File: src/rtl/sap1_control_sequencer.sv
// SAP-1 control sequencer: T1..T6 ring plus opcode decode into the 12-bit control word.
// Optional build macro SAP1_VAR_CYCLE_EN shortens LDA/OUT/undefined instructions.
module sap1_control_sequencer #(
    parameter logic [3:0] OP_LDA = 4'h0,
    parameter logic [3:0] OP_ADD = 4'h1,
    parameter logic [3:0] OP_SUB = 4'h2,
    parameter logic [3:0] OP_OUT = 4'hE,
    parameter logic [3:0] OP_HLT = 4'hF
) (
    input  logic        clock,
    input  logic        reset,
    input  logic        run,
    input  logic [3:0]  opcode,
    output logic [11:0] con,
    output logic [5:0]  t_state,
    output logic        halted
);

    // Control word bit positions, MSB first: {Cp,Ep,Lm,Er,Li,Ei,La,Ea,Su,Eu,Lb,Lo}
    localparam logic [11:0] CP = 12'h800;
    localparam logic [11:0] EP = 12'h400;
    localparam logic [11:0] LM = 12'h200;
    localparam logic [11:0] ER = 12'h100;
    localparam logic [11:0] LI = 12'h080;
    localparam logic [11:0] EI = 12'h040;
    localparam logic [11:0] LA = 12'h020;
    localparam logic [11:0] EA = 12'h010;
    localparam logic [11:0] SU = 12'h008;
    localparam logic [11:0] EU = 12'h004;
    localparam logic [11:0] LB = 12'h002;
    localparam logic [11:0] LO = 12'h001;

`ifdef SAP1_VAR_CYCLE_EN
    localparam bit VAR_CYCLE = 1'b1;
`else
    localparam bit VAR_CYCLE = 1'b0;
`endif

    typedef enum logic [2:0] {
        S_T1, S_T2, S_T3, S_T4, S_T5, S_T6, S_HALT
    } state_t;

    state_t state_q;
    state_t state_d;
    logic   op_defined;

    assign op_defined = (opcode == OP_LDA) || (opcode == OP_ADD) || (opcode == OP_SUB) ||
                        (opcode == OP_OUT) || (opcode == OP_HLT);

    always_ff @(posedge clock) begin
        if (!reset) begin
            state_q <= S_T1;
        end else begin
            state_q <= state_d;
        end
    end

    always_comb begin
        state_d = state_q;
        if (run) begin
            case (state_q)
                S_T1:    state_d = S_T2;
                S_T2:    state_d = S_T3;
                S_T3:    state_d = (VAR_CYCLE && !op_defined) ? S_T1 : S_T4;
                S_T4: begin
                    if (opcode == OP_HLT)
                        state_d = S_HALT;
                    else if (VAR_CYCLE && (opcode == OP_OUT))
                        state_d = S_T1;
                    else
                        state_d = S_T5;
                end
                S_T5:    state_d = (VAR_CYCLE && (opcode == OP_LDA)) ? S_T1 : S_T6;
                S_T6:    state_d = S_T1;
                S_HALT:  state_d = S_HALT;
                default: state_d = S_T1;
            endcase
        end
    end

    always_comb begin
        con = '0;
        case (state_q)
            S_T1: con = EP | LM;
            S_T2: con = CP;
            S_T3: con = ER | LI;
            S_T4: begin
                if ((opcode == OP_LDA) || (opcode == OP_ADD) || (opcode == OP_SUB))
                    con = EI | LM;
                else if (opcode == OP_OUT)
                    con = EA | LO;
            end
            S_T5: begin
                if (opcode == OP_LDA)
                    con = ER | LA;
                else if ((opcode == OP_ADD) || (opcode == OP_SUB))
                    con = ER | LB;
            end
            S_T6: begin
                if (opcode == OP_ADD)
                    con = LA | EU;
                else if (opcode == OP_SUB)
                    con = LA | SU | EU;
            end
            default: con = '0;
        endcase
        // Reset and a frozen ring must never leak a strobe to the falling-edge datapath.
        if (!reset || !run)
            con = '0;
    end

    always_comb begin
        t_state = 6'b000000;
        case (state_q)
            S_T1:    t_state = 6'b000001;
            S_T2:    t_state = 6'b000010;
            S_T3:    t_state = 6'b000100;
            S_T4:    t_state = 6'b001000;
            S_T5:    t_state = 6'b010000;
            S_T6:    t_state = 6'b100000;
            default: t_state = 6'b000000;
        endcase
    end

    assign halted = (state_q == S_HALT);

endmodule
File: config.mk
export PLATFORM = sky130hd
export DESIGN_NAME = sap1_control_sequencer
export DESIGN_NICKNAME = d
export VERILOG_FILES = /design/src/rtl/sap1_control_sequencer.sv
export SDC_FILE = /design/constraint.sdc
export NUM_CORES = 1
export LEC_CHECK = 0
export ABC_AREA = 1
export CAP_MARGIN = 20
export CORE_AREA = 2 2 39 41
export DETAILED_ROUTE_END_ITERATION = 7
export DIE_AREA = 0 0 41 43
export PLACE_DENSITY_LB_ADDON = 0.25
export RECOVER_POWER = 50
export SLEW_MARGIN = 20
export SYNTH_ARGS = -nofsm -noshare
export SYNTH_HDL_FRONTEND = slang
export SYNTH_SLANG_ARGS = --single-unit
File: constraint.sdc
create_clock -name clock -period 1 [get_ports clock]
set_input_delay 0.2 -clock clock [delete_from_list [all_inputs] [get_ports clock]]
set_output_delay 0.2 -clock clock [all_outputs]
set_load 0.02 [all_outputs]
==> flow_metrics.env <==
export IMPL_clock_path_buffers=2
export IMPL_startpoint_type="flop"
export IMPL_p_total_uw=740
export IMPL_stdcell_count=137
export IMPL_numCtsBuffers=3
export IMPL_synth_avg_cell_area_um2=5.48
export IMPL_clock_skew_ns=0.00568
export IMPL_startpoint="state_q[1]"
export IMPL_slowest_stage="dfxtp_4"
export IMPL_rrSetupSlack_ns=-0.13
export IMPL_min_delay_path_class="primary input to flop"
export IMPL_gp_congestion=0.748
export IMPL_area_growth_syn_to_layout_pct=198
export IMPL_portBuffers=25
export IMPL_hold_path_end="state_q[0]"
export IMPL_vdd_drop_max_mv=0.668
export IMPL_fin_crit_sh=1.47
export IMPL_cts_num_sinks=3
export IMPL_finalCriticalPeriod_ns=1.47
export IMPL_cp_num_cells=5
export IMPL_powerDensity_nw_per_um2=657
export IMPL_path_class="flop to primary output"
export IMPL_r2r_end="state_q[1]"
export IMPL_hold_depth=4
export IMPL_dieArea_um2=1760
export IMPL_largest_register_ffs=3
export IMPL_drtAntennaViolNets=0
export IMPL_relSlewSlack=0.862
export IMPL_antenna_cells=0
export IMPL_root_buffer="clkbuf_4"
export IMPL_layout_nets=129
export IMPL_rsz0062_at_grt="yes"
export IMPL_clk_latency_ns=0.25
export IMPL_tightest_slew_ns=0.206
export IMPL_synthDistinctLibCells=17
export IMPL_finalWirelength_mm=1.54
export IMPL_h_tree_depth=1
export IMPL_fin_area_um2=1130
export IMPL_cts_tree="yes"
export IMPL_vias=630
export IMPL_cp_slowest_stage_delay_ns=0.37
export IMPL_dp_cells=131
export IMPL_start_util=0.273
export IMPL_finalSetupViolations=21
export IMPL_ioPinCount=26
export IMPL_hold_violations=0
export IMPL_grt_usage=0.206
export IMPL_cp_end_kind="primary output"
export IMPL_antenna_found_initial=0
export IMPL_syn_nets=76
export IMPL_die_height_um=43
export IMPL_required_ns=0.80
export IMPL_drt_wirelength_per_cell_um=11.2
export IMPL_path_cells="buf_6 -> nor2_4 -> nand2_4 -> a21oi_4 -> buf_6"
export IMPL_crit_fanout=5
export IMPL_synth_seq_cells=3
export IMPL_crit_family="flip-flops"
export IMPL_grt_start_max_net_pins=7
export IMPL_worstPathArrival_ns=1.27
export IMPL_synthCells=69
export IMPL_drv_cap=0
export IMPL_dieWidth_um=41
export IMPL_fin_util=0.815
export IMPL_top_regs="state_q x3"
export IMPL_core_um2=1380
export IMPL_status="finished, violations left"
export IMPL_yosysWarnings=0
export IMPL_maxSlewViolCount=0
export IMPL_regMostFlops="state_q"
export IMPL_route_detailed_drc=0
export IMPL_r2r_start="state_q[1]"
export IMPL_seq_area_frac_synth=0.159
export IMPL_r2r_cells=7
export IMPL_setup_slack_ns=-0.471
export IMPL_drive_gt1_frac=0.802
export IMPL_cpMostUsedCell="buf_6"
export IMPL_grt_pass1_wl_mm=2.45
export IMPL_viasPerCell=4.60
export IMPL_max_freq_mhz=680
export IMPL_p_leak_uw=0.000543
export IMPL_synth_area_um2=378
export IMPL_path_clk_slew_ns=0.05
export IMPL_crit_buf_inv=2
export IMPL_drt_initial_drc_count=4
export IMPL_drtPass1Iterations=4
export IMPL_grt_pass1_vias=609
export IMPL_row_count=14
export IMPL_failed_checks="negative setup slack"
export IMPL_placed_cell_area_um2=948
export IMPL_hpwlAfterDp_mm=1.11
export IMPL_min_delay_start="reset"
export IMPL_overflow=0
==> layout by cell type, fill, tap and decap left out, drive strengths merged <==
cell,instances
buf,46
nand2,21
nor2,16
inv,10
a21oi,6
dlygate4sd2,5
nand3,4
clkbuf,4
dfxtp,3
nor3,3
nor4,1
or2,1
clkdlybuf4s15,1
==> worst max-delay path by stage <==
| stage | endpoint |
|---|---|
| CTS | con[8] |
| global placement | con[5] |
| finish | con[8] |
| detailed placement | con[3] |
| global route | con[5] |
| floorplan | con[5] |
==> cell usage after synthesis <==
master,instances,share of area
nor3_1,3,0.040
clkbuf_2,1,0.013
nor4_1,1,0.017
a21oi_2,2,0.046
nand2_2,2,0.033
inv_1,7,0.070
nand2_1,19,0.19
buf_4,2,0.040
nor2_4,2,0.060
nand3_1,4,0.053
a21oi_1,4,0.053
or2_2,1,0.017
buf_6,1,0.030
dfxtp_1,3,0.16
nor2_1,12,0.12
nor2_2,2,0.033
inv_2,3,0.030
==> cells by family after synthesis <==
family,share of synthesized area
flip-flops,0.159
AND/OR/NAND/NOR,0.560
buffers and inverters,0.182
AO/OA/AOI/OAI,0.0993
==> stage by stage <==
step	setup WS, ns	setup TNS, ns	hold slack, ns
floorplan	-0.284	-2.28	0.331
global placement	-1.09	-17.34	0.604
detailed placement	-1.11	-17.65	0.608
CTS	-0.449	-6.93	0.538
global route	-0.518	-8.37	0.530
finish	-0.471	-7.29	0.526
==> power breakdown <==
group	internal, uW	total [uW]	switching (uW)	leakage (uW)
Sequential	124	143	19.4	0.0000267
Clock	151	241	89.7	0.0000150
Combinational	175	356	181	0.000501
==> repair_timing <==
item | 4_1_cts | 5_1_grt
gates resized for setup | 137 | 14
setup buffers | 2 | 0
endpoints found under the setup margin | 22 | 21
gates cloned | 0 | 0
pin swaps | 8 | 7
hold buffers | 0 | 0
==> layout make-up <==
cell class	count	area (um2)
multi-input cells	52	477
repair buffers	52	490
flip-flops and latches	3	71.3
inverters	10	42.5
clock buffers	4	26.3
fillers	91	256
well taps	16	20.0
==> worst register-to-register path, cell delays in order, from the launching register on <==
cell	delay, ns
dfxtp_4	0.40
nor2_4	0.07
buf_6	0.12
buf_4	0.12
a21oi_1	0.12
nand2_1	0.08
nand2_2	0.07
a21oi_2	0.04
==> layer usage <==
layer  track usage  part of all wire
met5             0                 0
met4         0.113             0.014
met3        0.0157             0.040
met2         0.366              0.57
met1         0.219              0.37
Note: power is estimated with default switching activity, not from simulation.
